## config.mk

```make
export PLATFORM = sky130hd
export DESIGN_NAME = mdio_master_mc_flat
export DESIGN_NICKNAME = d
export VERILOG_FILES = /design/src/rtl/mdio_master_mc_if.sv /design/src/rtl/mdio_master_mc.sv /design/src/flat_wrapper.sv
export SDC_FILE = /design/constraint.sdc
export NUM_CORES = 1
export LEC_CHECK = 0
export BUFFER_PORTS_ARGS = -buffer_cell sky130_fd_sc_hd__buf_2
export CAP_MARGIN = 25
export CORE_ASPECT_RATIO = 1.1
export CORE_MARGIN = 4
export CORE_UTILIZATION = 45
export CTS_CLUSTER_DIAMETER = 40
export DETAILED_ROUTE_END_ITERATION = 16
export PLACE_DENSITY = 0.69
export SLEW_MARGIN = 5
export SYNTH_ARGS = -nofsm -noshare
export SYNTH_HDL_FRONTEND = slang
export SYNTH_SLANG_ARGS = --single-unit
export TNS_END_PERCENT = 5
```

## constraint.sdc

```tcl
create_clock -name clk -period 2.51 [get_ports clk]
set_input_delay 0.502 -clock clk [delete_from_list [all_inputs] [get_ports clk]]
set_output_delay 0.502 -clock clk [all_outputs]
set_load 0.05 [all_outputs]
```

## src/rtl/mdio_master_mc_if.sv

```systemverilog
// mdio_master_mc_if: command/response handshake bundle between a sequencer and the MDIO master.
interface mdio_master_mc_if #(
    parameter int C_CH_WIDTH = 4
);
    logic                  cmd_valid;
    logic                  cmd_ready;
    logic [C_CH_WIDTH-1:0] cmd_channel;
    logic [1:0]            cmd_op;
    logic                  cmd_c45;
    logic [4:0]            cmd_phy;
    logic [4:0]            cmd_reg;
    logic [15:0]           cmd_wdata;
    logic                  rsp_valid;
    logic                  rsp_ready;
    logic [15:0]           rsp_rdata;
    logic                  rsp_error;
    logic                  busy;

    modport master (
        output cmd_valid, cmd_channel, cmd_op, cmd_c45, cmd_phy, cmd_reg, cmd_wdata, rsp_ready,
        input  cmd_ready, rsp_valid, rsp_rdata, rsp_error, busy
    );

    modport slave (
        input  cmd_valid, cmd_channel, cmd_op, cmd_c45, cmd_phy, cmd_reg, cmd_wdata, rsp_ready,
        output cmd_ready, rsp_valid, rsp_rdata, rsp_error, busy
    );
endinterface

```

## src/rtl/mdio_master_mc.sv

```systemverilog
// mdio_master_mc: multi-channel Clause 22 MDIO master with internal MDC divider.
// Define MDIO_CLAUSE45_EN to accept Clause 45 frames (cmd_c45=1); otherwise they are rejected.
// Frame outputs are decoded from the registered FSM state, bit counter and shift register,
// so the selected bus toggles while every other channel stays parked (mdc=0, released).
module mdio_master_mc #(
    parameter int C_NUM_CHANNELS  = 2,
    parameter int C_CH_WIDTH      = 4,
    parameter int C_CLK_DIV       = 25,
    parameter int C_PREAMBLE_TIME = 32
) (
    input  logic                      clk,
    input  logic                      rst,
    mdio_master_mc_if.slave           bus,
    output logic [C_NUM_CHANNELS-1:0] mdc,
    input  logic [C_NUM_CHANNELS-1:0] mdio_i,
    output logic [C_NUM_CHANNELS-1:0] mdio_o,
    output logic [C_NUM_CHANNELS-1:0] mdio_t
);
    localparam int DW = $clog2(2 * C_CLK_DIV);
    localparam logic [DW-1:0] DIV_HI  = DW'(C_CLK_DIV);
    localparam logic [DW-1:0] DIV_END = DW'(2 * C_CLK_DIV - 1);
    localparam logic [4:0]    PRE_LAST = 5'(C_PREAMBLE_TIME - 1);

    typedef enum logic [2:0] {S_IDLE, S_PRE, S_HDR, S_TA, S_DATA, S_RESP} state_t;

    state_t                  state, state_n;
    logic [DW-1:0]           div;
    logic [4:0]              bit_cnt;
    logic [31:0]             tx;
    logic [15:0]             rx;
    logic [C_CH_WIDTH-1:0]   ch;
    logic                    rd;
    logic                    ta_err;
    logic [15:0]             rsp_rdata_q;
    logic                    rsp_error_q;
    logic [C_NUM_CHANNELS-1:0] sel;
    logic                    accept;
    logic                    illegal;
    logic                    cmd_rd;
    logic [1:0]              st;
    logic                    bit_end;
    logic                    last_bit;
    logic                    frame;
    logic                    drive;
    logic                    drv_bit;
    logic                    mdio_in;

`ifdef MDIO_CLAUSE45_EN
    assign st      = bus.cmd_c45 ? 2'b00 : 2'b01;
    assign cmd_rd  = bus.cmd_c45 ? bus.cmd_op[1] : (bus.cmd_op == 2'b10);
    assign illegal = (32'(bus.cmd_channel) >= C_NUM_CHANNELS) |
                     (~bus.cmd_c45 & (bus.cmd_op[1] == bus.cmd_op[0]));
`else
    assign st      = 2'b01;
    assign cmd_rd  = bus.cmd_op == 2'b10;
    assign illegal = (32'(bus.cmd_channel) >= C_NUM_CHANNELS) | bus.cmd_c45 |
                     (bus.cmd_op[1] == bus.cmd_op[0]);
`endif

    // Bit-phase decode shared by the FSM, datapath and pin drivers
    always_comb begin
        accept   = bus.cmd_valid & bus.cmd_ready;
        bit_end  = div == DIV_END;
        last_bit = state == S_PRE ? bit_cnt == PRE_LAST :
                   state == S_HDR ? bit_cnt == 5'd13 :
                   state == S_TA  ? bit_cnt == 5'd1 : bit_cnt == 5'd15;
        frame    = state inside {S_PRE, S_HDR, S_TA, S_DATA};
        drive    = (state == S_PRE) | (state == S_HDR) | (((state == S_TA) | (state == S_DATA)) & ~rd);
        drv_bit  = (state == S_PRE) | tx[31];
        mdio_in  = |(mdio_i & sel);
    end

    // Next-state logic: each frame segment advances after its last bit completes
    always_comb begin
        state_n = state;
        case (state)
            S_IDLE: if (accept) state_n = illegal ? S_RESP : (C_PREAMBLE_TIME == 0 ? S_HDR : S_PRE);
            S_PRE:  if (bit_end && last_bit) state_n = S_HDR;
            S_HDR:  if (bit_end && last_bit) state_n = S_TA;
            S_TA:   if (bit_end && last_bit) state_n = S_DATA;
            S_DATA: if (bit_end && last_bit) state_n = S_RESP;
            S_RESP: if (bus.rsp_ready) state_n = S_IDLE;
            default: state_n = S_IDLE;
        endcase
    end

    // State register; reset drops any frame or pending response immediately
    always_ff @(posedge clk) begin
        if (rst) state <= S_IDLE;
        else     state <= state_n;
    end

    // Frame datapath: divider, bit counter, tx/rx shifters and response capture
    always_ff @(posedge clk) begin
        if (rst) begin
            div         <= '0;
            bit_cnt     <= '0;
            tx          <= '0;
            rx          <= '0;
            ch          <= '0;
            rd          <= 1'b0;
            ta_err      <= 1'b0;
            rsp_rdata_q <= '0;
            rsp_error_q <= 1'b0;
        end else if (accept) begin
            div         <= '0;
            bit_cnt     <= '0;
            tx          <= {st, bus.cmd_op, bus.cmd_phy, bus.cmd_reg, 2'b10, bus.cmd_wdata};
            rx          <= '0;
            ch          <= bus.cmd_channel;
            rd          <= cmd_rd;
            ta_err      <= 1'b0;
            rsp_rdata_q <= '0;
            rsp_error_q <= illegal;
        end else if (frame) begin
            div <= bit_end ? '0 : div + 1'b1;
            if (bit_end) begin
                bit_cnt <= last_bit ? 5'd0 : bit_cnt + 5'd1;
                if (state != S_PRE) tx <= {tx[30:0], 1'b1};
                if (state == S_TA && last_bit) ta_err <= mdio_in;
                if (state == S_DATA) rx <= {rx[14:0], mdio_in};
                if (state == S_DATA && last_bit) begin
                    rsp_error_q <= rd & ta_err;
                    rsp_rdata_q <= (rd & ~ta_err) ? {rx[14:0], mdio_in} : 16'h0000;
                end
            end
        end
    end

    assign bus.cmd_ready = state == S_IDLE;
    assign bus.rsp_valid = state == S_RESP;
    assign bus.busy      = state != S_IDLE;
    assign bus.rsp_rdata = rsp_rdata_q;
    assign bus.rsp_error = rsp_error_q;

    for (genvar i = 0; i < C_NUM_CHANNELS; i++) begin : g_ch
        assign sel[i]    = ch == C_CH_WIDTH'(i);
        assign mdc[i]    = sel[i] & frame & (div >= DIV_HI);
        assign mdio_t[i] = ~(sel[i] & drive);
        assign mdio_o[i] = ~(sel[i] & drive) | drv_bit;
    end
endmodule

```

## src/flat_wrapper.sv

```systemverilog
// flat-port wrapper written by rule: the top's interface ports become plain ports
module mdio_master_mc_flat 
#(
    parameter int C_NUM_CHANNELS  = 2,
    parameter int C_CH_WIDTH      = 4,
    parameter int C_CLK_DIV       = 25,
    parameter int C_PREAMBLE_TIME = 32
)
  (clk, rst, mdc, mdio_i, mdio_o, mdio_t, bus_cmd_valid, bus_cmd_channel, bus_cmd_op, bus_cmd_c45, bus_cmd_phy, bus_cmd_reg, bus_cmd_wdata, bus_rsp_ready, bus_cmd_ready, bus_rsp_valid, bus_rsp_rdata, bus_rsp_error, bus_busy);
  mdio_master_mc_if #(.C_CH_WIDTH(C_CH_WIDTH)) bus_i ();
  input  logic clk;
  input  logic rst;
  output logic [C_NUM_CHANNELS-1:0] mdc;
  input  logic [C_NUM_CHANNELS-1:0] mdio_i;
  output logic [C_NUM_CHANNELS-1:0] mdio_o;
  output logic [C_NUM_CHANNELS-1:0] mdio_t;
  input wire logic [$bits(bus_i.cmd_valid)-1:0] bus_cmd_valid;
  input wire logic [$bits(bus_i.cmd_channel)-1:0] bus_cmd_channel;
  input wire logic [$bits(bus_i.cmd_op)-1:0] bus_cmd_op;
  input wire logic [$bits(bus_i.cmd_c45)-1:0] bus_cmd_c45;
  input wire logic [$bits(bus_i.cmd_phy)-1:0] bus_cmd_phy;
  input wire logic [$bits(bus_i.cmd_reg)-1:0] bus_cmd_reg;
  input wire logic [$bits(bus_i.cmd_wdata)-1:0] bus_cmd_wdata;
  input wire logic [$bits(bus_i.rsp_ready)-1:0] bus_rsp_ready;
  output wire logic [$bits(bus_i.cmd_ready)-1:0] bus_cmd_ready;
  output wire logic [$bits(bus_i.rsp_valid)-1:0] bus_rsp_valid;
  output wire logic [$bits(bus_i.rsp_rdata)-1:0] bus_rsp_rdata;
  output wire logic [$bits(bus_i.rsp_error)-1:0] bus_rsp_error;
  output wire logic [$bits(bus_i.busy)-1:0] bus_busy;
  assign bus_i.cmd_valid = bus_cmd_valid;
  assign bus_i.cmd_channel = bus_cmd_channel;
  assign bus_i.cmd_op = bus_cmd_op;
  assign bus_i.cmd_c45 = bus_cmd_c45;
  assign bus_i.cmd_phy = bus_cmd_phy;
  assign bus_i.cmd_reg = bus_cmd_reg;
  assign bus_i.cmd_wdata = bus_cmd_wdata;
  assign bus_i.rsp_ready = bus_rsp_ready;
  assign bus_cmd_ready = bus_i.cmd_ready;
  assign bus_rsp_valid = bus_i.rsp_valid;
  assign bus_rsp_rdata = bus_i.rsp_rdata;
  assign bus_rsp_error = bus_i.rsp_error;
  assign bus_busy = bus_i.busy;
  mdio_master_mc #(.C_NUM_CHANNELS(C_NUM_CHANNELS), .C_CH_WIDTH(C_CH_WIDTH), .C_CLK_DIV(C_CLK_DIV), .C_PREAMBLE_TIME(C_PREAMBLE_TIME)) u_core (.clk(clk), .rst(rst), .bus(bus_i), .mdc(mdc), .mdio_i(mdio_i), .mdio_o(mdio_o), .mdio_t(mdio_t));
endmodule
```

* Word level (Yosys, flattened, before mapping)
Cells that the tools add are included.
** Cells by class
- Order comparisons :: 2
- Reductions and logical operators :: 21
- Muxes and demuxes :: 22
- Bitwise gates (word level) :: 23
- Eq/ne operators :: 20
- Shift operators :: 0
- Add/subtract/negate cells :: 2
- Divide/modulo/power cells :: 0
- Multipliers :: 0
** Operators by type and width (count)
- 31-bit 2-to-1 mux :: 4
- 3-bit 2-to-1 mux :: 7
- 3-bit case mux with 6 select lines :: 1
- 3-bit AND reduction :: 6
- 16-bit 2-to-1 mux :: 1
- 2-bit inequality test, second input constant :: 6
- 1-bit AND :: 10
- 5-bit by 4-bit == test with 1-bit output, second input constant :: 2
- 1-bit bitwise OR :: 8
- 2-bit nonzero test :: 4
- 1-bit 2-to-1 mux :: 7
- 6-bit by 1-bit adder with 6-bit output, second input constant :: 1
- 3-bit by 2-bit == test with 1-bit output, second input constant :: 2
- 3-bit == test, second input constant :: 2
- 6-bit == test, second input constant :: 1
- 6-bit by 5-bit >= comparator with 1-bit output, second input constant :: 1
- 6-bit 2-to-1 mux :: 1
- 6-bit AND reduction :: 1
- 5-bit by 1-bit adder with 5-bit output, second input constant :: 1
- 5-bit by 1-bit == test with 1-bit output, second input constant :: 1
- 5-bit == test, second input constant :: 1
- 5-bit 2-to-1 mux :: 1
- 4-bit by 1-bit == test with 1-bit output, second input constant :: 1
- 4-bit by 2-bit >= comparator with 1-bit output, second input constant :: 1
- 13 further kinds :: 19
** Storage, ports and cells
- Output and inout bits :: 26
- Input bits :: 39
- Logic and storage cells :: 101
- Bits in read-only memories :: 0
- Bits in registers :: 84
- Latch bits :: 0
- Memory bits (writable) :: 0
- Memories kept :: 0

* Depth between registers and ports, before layout
Gate-level depths: netlist of run 1.
- Depth after elaboration :: 9
- Depth in mapped cells :: 10
- Mapped depth without buffers :: 7

* Least setup slack after synthesis of run 1
OpenSTA, ideal clock, no wires.
- Path type :: register -> output
- Start :: register u_core.state[0]
- End :: output port mdc[1]
- Required time :: 2008 ps
- Cell stages (with the launch flop) :: 8
- Setup slack :: -334 ps
- Arrival :: 2342 ps
- Buffers on the path :: 3
- Path through :: dfxtp_1 > buf_6 > or3_1 > clkbuf_1 > and2_1 > clkbuf_1 > o21ai_0 > nor2b_1
** On the way
- Longest elaborated chain between the ends :: 4
- Elaborated cells between the ends (all ways) :: 7
- Classes of those cells :: eq/ne: 4; bitwise: 2; reduce/logical: 1
** RTL lines
- start: declaration :: RTL line mdio_master_mc.sv:26 : state_t state, state_n;
- start signal: assignment :: RTL line mdio_master_mc.sv:90 : else state <= state_n;
- 3-bit by 1-bit == test with 1-bit output, or another cell as far along :: RTL line mdio_master_mc.sv:67 : frame = state inside {S_PRE, S_HDR, S_TA, S_DATA};
- 4-bit nonzero test * :: RTL line mdio_master_mc.sv:67
- 1-bit AND * (2 in series) :: RTL line mdio_master_mc.sv:138 : assign mdc[i] = sel[i] & frame & (div >= DIV_HI);
- end: declaration :: RTL line flat_wrapper.sv:13 : output logic [C_NUM_CHANNELS-1:0] mdc;
Mark *: on every way between the ends. The rest lies on a longest branch, timed or not.

* Final worst setup path of run 1
Same ends and word-level chain as after synthesis.

==> results of run 1 <==
-- through the flow --
stage | hold slack (ns) | std cells | cell area [um2]
6_report | 0.391 | 610 | 4330
3_3_place_gp | 0.436 | 594 | 4150
3_5_place_dp | 0.443 | 594 | 4150
2_1_floorplan | 0.436 | 434 | 3670
4_1_cts | 0.373 | 610 | 4330
5_1_grt | 0.386 | 610 | 4330
-- synth_stat cells, types with 2 or more instances --
cell / number
dfxtp_1: 84
nand2_1: 67
a21oi_1: 65
nor2_1: 38
a22oi_1: 28
clkbuf_1: 24
mux2i_1: 19
nand3_1: 19
o21ai_0: 8
inv_1: 6
ha_1: 5
nand2b_1: 4
nand4_1: 4
nor2b_1: 4
nor3_1: 4
xor2_1: 4
a21o_1: 3
a31oi_1: 3
buf_2: 3
buf_6: 3
or3_1: 3
a311oi_1: 2
and3b_1: 2
nand3b_1: 2
nor3b_1: 2
nor4b_1: 2
or3b_2: 2
or4_1: 2
xnor2_1: 2
-- power breakdown --
part | total, mW | switching (mW) | internal (mW)
Clock | 0.880 | 0.508 | 0.372
Sequential | 1.41 | 0.0341 | 1.38
Combinational | 0.365 | 0.230 | 0.136
-- flip-flops by register name, indices dropped and copies added, names as in the netlist --
signal	cells
u_core.bus.rsp_error	1
u_core.div	6
u_core.state	3
u_core.bus.rsp_rdata	16
u_core.ch	4
u_core.rd	1
u_core.tx	32
u_core.rx	15
u_core.ta_err	1
u_core.bit_cnt	5
-- critical path: cells and delay by family (launching register included) --
family          cells  cell delay, ns
simple gates        3            0.68
flops               1            0.37
buf+inv             2            0.41
compound gates      1            0.11
-- cell families (layout without fill, tap and decap cells) --
kind of cell,after synthesis,in the layout
xor gates and xnor gates,6,6
muxes,19,19
DFF,84,84
AOI/OAI and AO/OA,119,119
and+or+nand+nor,163,163
adders and majority gates,5,5
buffers and inverters,38,106
-- worst max-delay path by stage --
stage	cells after the start	end	start	slack, ns
detailed placement	6	u_core.bus.rsp_error$_SDFFE_PP0P_	u_core.div[0]$_SDFFE_PP0N_	0.34
global placement	8	u_core.state[2]$_SDFFE_PP0P_	bus_cmd_op[0]	0.35
CTS	6	mdc[1]	u_core.state[0]$_SDFFE_PP0P_	0.07
global route	6	mdc[1]	u_core.state[0]$_SDFFE_PP0P_	0.002
floorplan	5	mdio_t[0]	u_core.state[0]$_SDFFE_PP0P_	0.02
finish	6	mdc[1]	u_core.state[0]$_SDFFE_PP0P_	0.08
-- metal layers --
metal	wire, um	up-vias	global-route usage (%)
met5	0	-	0
met4	138	0	7.11
met3	410	11	3.07
met2	4030	84	30.4
met1	3690	1470	22.6
li1	-	1646	-
-- layout make-up --
type                    instances  share of cell area, %
inverters                       6                  0.520
flip-flops and latches         84                   38.9
repair buffers                 84                   11.2
well taps                     108                   3.12
clock inverters                 6                   1.10
clock buffers                  10                   2.95
multi-input cells             312                   42.3
==> flow_summary.yaml, run 1 <==
yosys:
  yosysTopAreaCellShare_pct: 45.9
  synthMuxAreaShare_pct: 5.19
  yosys-top-cells-area: "dfxtp_1 (46%), a21oi_1 (8.9%), nand2_1 (6.9%), a22oi_1 (5.7%), mux2i_1 (5.2%)"
  synth_top_area_cell: "dfxtp_1"
  ys_ff_latch: 84
  yosysUniqueCellTypes: 49
  ys_warn_count: 0
  synthAdderAreaFrac_pct: 1.71
  synth-seq-area-share_pct: 45.9
  synth_edf_count: 0
  synth_fp_nets: 478
  netlist_area_um2: 3660
  netlist_instances: 434
  yosys.area_share.simple_pct: 20.9
  syn_avg_cell_area_um2: 8.44
  synth_compound_area_share_pct: 20.1
  synth_xor_area_share_pct: 1.43
  synth_top_family_by_area: "simple AND/OR/NAND/NOR gates"
  ys.flop_type: "dfxtp_1"
  ys_async_sr_fraction_pct: 0
die:
  core_area_um2: 7910
  start_util_pct: 46.3
  pin_count: 65
  die_area_um2: 9650
  dieWidth_um: 94.0
  die_h_um: 103
  rows: 34
clocking:
  h-tree-depth: 3
  cts.clk_slew.worst_paths_ns: 0.08
  post-cts-setup-buffers: 0
  numCtsBuffers: 9
  cts_sinks: 84
  clockRootBuffer: "clkbuf_8"
  insertion_delay_ns: 0.36
  hold_buffers: 0
  cts_buffer_depth: 2
  cts_tree: "built"
  cts_resized: 2
sta:
  tightestPinTransition_ns: 0.731
  grt_setup_unrepaired: "false"
  min_period_over_period_pct: 96.7
  period_needed_ns: 2.43
  finalSetupViolCount: 0
  finalHoldViolations: 0
  worst_slack_ns: 0.0823
  slew_violations: 0
  max_freq_ghz: 0.412
  setup_tns_ns: 0
  relSlewSlack_pct: 50.8
  skew_ns: 0.00919
critical_path:
  critPathMaxStageDelay_ns: 0.43
  cp-start-kind: "flop"
  critPathCaptureType: "primary output"
  rr_startpoint: "u_core.state[1]$_SDFFE_PP0P_"
  crit_slowest_cell: "or3_1"
  cp_max_fo: 13
  path_class: "flop to primary output"
  r2r_slack_ns: 0.33
  cp.required_ns: 2.01
  cp_cell_sequence: "buf_4 -> or3_1 -> and2_1 -> o21ai_2 -> nor2b_2 -> buf_2"
  arrival_ns: 1.93
  worst-r2r-cell-count: 5
  r2r_end: "u_core.state[2]$_SDFFE_PP0P_"
layout:
  num-fill-cells: 805
  layout_commonest_cell: "dfxtp_1"
  final_cell_mix: "dfxtp_1 (84), nand2_1 (67), a21oi_1 (65)"
  diodes: 0
  seqCellArea_um2: 1680
  final_layout_size_suffix_gt1_share_pct: 22.1
  fin_nets: 541
  multi_input_area_um2: 1830
  finish.utilization_pct: 54.7
  area_growth_pct: 18.2
place:
  io_buffers: 64
  hpwl_mm: 5.99
  dp_slack_ns: 0.343
  place.gp.congestion: 0.861
route:
  via_per_inst: 5.26
  wire_per_inst_um: 13.5
  ant_nets: 0
  drt_first_iter_violations: 118
  vias: 3211
  drc: 0
  totalWireLength_mm: 8.26
  first_pass_iters: 4
hold_path:
  hold_start: "bus_cmd_channel[0]"
  min-delay-path-class: "input port to flop"
  worstHoldEndpoint: "u_core.ch[0]$_SDFFE_PP0P_"
  whs_path_depth: 3
power_and_ir_drop:
  power_mw: 2.66
  ir_drop_mv: 0.330
  power_density_nw_per_um2: 615
  cellLeakagePower_nw: 1.72
grt:
  grt.total_usage_pct: 17.9
  grt_max_degree: 34
  grt_first_pass_wirelength_mm: 13.9
  grt_overflow: 0
  antenna_found_initial: 0
  grt_pass1_vias: 3071
run:
  maxCapViolations: 0
run_status:
  outcome: "complete, no violations"
(Power assumes the default switching activity.)
==> run 2: changes to the inputs <==
--- a/config.mk
+++ b/config.mk
@@ -5,14 +5,14 @@
 export SDC_FILE = /design/constraint.sdc
 export NUM_CORES = 1
 export LEC_CHECK = 0
-export BUFFER_PORTS_ARGS = -buffer_cell sky130_fd_sc_hd__buf_2
 export CAP_MARGIN = 25
 export CORE_ASPECT_RATIO = 1.1
 export CORE_MARGIN = 4
 export CORE_UTILIZATION = 45
 export CTS_CLUSTER_DIAMETER = 40
 export DETAILED_ROUTE_END_ITERATION = 16
-export PLACE_DENSITY = 0.69
+export DONT_BUFFER_PORTS = 1
+export PLACE_DENSITY = 0.63
 export SLEW_MARGIN = 5
 export SYNTH_ARGS = -nofsm -noshare
 export SYNTH_HDL_FRONTEND = slang
==> constraint.sdc (replaced) <==
create_clock -name clk -period 2.91 [get_ports clk]
set_input_delay 0.582 -clock clk [delete_from_list [all_inputs] [get_ports clk]]
set_output_delay 0.582 -clock clk [all_outputs]
set_load 0.05 [all_outputs]
==> flow_summary.yaml, run 2 (synthesis results as in run 1) <==
critical_path:
  cp_cell_sequence: "or3_1 -> and2_1 -> o21ai_0 -> nor2b_2 -> buf_12"
  cp_max_fo: 17
  crit_family: "simple AND/OR/NAND/NOR gates"
  critPathCaptureType: "primary output"
  cp.required_ns: 2.33
  arrival_ns: 2.12
  crit_slowest_cell: "dfxtp_1"
  worst-path-buf-inv: 1
  critPathMaxStageDelay_ns: 0.64
  cp-start-kind: "flop"
  path_class: "flop to primary output"
die:
  die_h_um: 103
  core_area_um2: 7910
  dieWidth_um: 94.0
  rows: 34
  pin_count: 65
  start_util_pct: 46.3
  die_area_um2: 9650
power_and_ir_drop:
  cellLeakagePower_nw: 1.41
  pwr-share-comb_pct: 10.7
  switching_share_pct: 27.6
  p_clk_share_pct: 36.2
  seqPwrFrac_pct: 53.1
  ir_drop_mv: 0.283
  intPower_mw: 1.68
  p_switching_mw: 0.640
  power_density_nw_per_um2: 582
run:
  maxCapViolations: 0
layout:
  fin_nets: 471
  diodes: 0
  area_growth_pct: 8.68
  multi_input_area_um2: 1820
  seqCellArea_um2: 1680
  fin_area_um2: 3980
  final_layout_size_suffix_gt1_share_pct: 9.28
  largest_register_ffs: 32
  final_cells: 539
  num-fill-cells: 788
  layout_commonest_cell: "dfxtp_1"
  final_cell_mix: "dfxtp_1 (83), nand2_1 (67), a21oi_1 (65)"
  top_register: "u_core.tx"
route:
  via_per_inst: 5.52
  wire_per_inst_um: 15.1
  vias: 2976
  ant_nets: 0
  drt_first_iter_violations: 141
  totalWireLength_mm: 8.12
  drc: 0
  first_pass_iters: 4
clocking:
  cts_buffer_depth: 2
  post-cts-setup-buffers: 0
  cts_sinks: 84
  numCtsBuffers: 9
  clockRootBuffer: "clkbuf_8"
  cts_tree: "built"
  cts.clk_slew.worst_paths_ns: 0.09
  h-tree-depth: 3
  hold_buffers: 0
  insertion_delay_ns: 0.35
sta:
  setup_tns_ns: 0
  finalSetupViolCount: 0
  min_period_over_period_pct: 92.8
  relSlewSlack_pct: 54.3
  tightestPinTransition_ns: 0.675
  finalHoldViolations: 0
  slew_violations: 0
  period_needed_ns: 2.70
  max_freq_ghz: 0.370
  skew_ns: 0.0105
  grt_setup_unrepaired: "false"
place:
  place.gp.congestion: 0.824
  dpl_cell_area_um2: 3780
  io_buffers: 0
  hpwl_mm: 5.55
  dp_cells: 524
hold_path:
  min-delay-path-class: "input port to flop"
grt:
  antenna_found_initial: 0
  grt_first_pass_wirelength_mm: 13.3
  grt_pass1_vias: 2779
  grt_max_degree: 41
  grt_overflow: 0
  grt.total_usage_pct: 17.3
run_status:
  outcome: "complete, no violations"
run 2: changes by cell type in the layout (fill, tap and decap cells not counted), sizes merged:
cell      before  now
inv            9    8
clkinvlp       0    2
clkbuf        10    9
buf           84   14
bufinv         0    1
clkinv         3    1
run 2: area by class of cell:
type	count	share of cell area (%)
inverters	6	0.566
well taps	108	3.40
multi-input cells	312	45.8
repair buffers	14	2.96
clock buffers	9	3.11
flip-flops and latches	84	42.3
clock inverters	6	1.85
run 2: timing repair:
item,4_1_cts,5_1_grt
hold endpoints to repair,0,0
resized for setup,0,1
setup endpoints to repair,0,2
run 2: power by group through the flow:
stage | clock (mW) | combinational [mW] | sequential, mW
finish | 0.838 | 0.249 | 1.23
global route | 0.915 | 0.278 | 1.24
CTS | 0.862 | 0.249 | 1.23
detailed placement | 0 | 0.249 | 1.26
global placement | 0 | 0.245 | 1.25
floorplan | 0 | 0.216 | 1.24
run 2: worst register-to-register path: cells and delay by family (launching register included):
family	cells	cell delay, ns
AO/OA/AOI/OAI	2	0.38
flip-flops	1	0.64
multiplexers	1	0.46
AND/OR/NAND/NOR	2	0.88
run 2: through the flow:
step	hold slack (ns)	utilization, %	power, mW	setup WS, ns
floorplan	0.436	-	1.46	0.00945
global placement	0.436	47.8	1.50	0.531
detailed placement	0.440	47.8	1.51	0.450
CTS	0.274	50.3	2.34	0.132
global route	0.270	50.3	2.43	0.0197
finish	0.296	50.3	2.32	0.209
run 2: final timing paths:
check / startpoint / to / slack, ns / cells past startpoint
max reg2reg: u_core.state[1]$_SDFFE_PP0P_ / u_core.bit_cnt[4]$_SDFFE_PP0P_ / 0.49 / 5
max: u_core.state[1]$_SDFFE_PP0P_ / mdc[1] / 0.21 / 5
min reg2reg: u_core.tx[28]$_SDFFE_PP0P_ / u_core.tx[28]$_SDFFE_PP0P_ / 0.45 / 2
min: rst / u_core.tx[8]$_SDFFE_PP0P_ / 0.30 / 1
run 2: layer usage:
layer,global-route usage [%],wire length [um]
met2,27.9,3770
met5,0,0
met3,5.55,608
met4,7.44,142
met1,21.5,3600
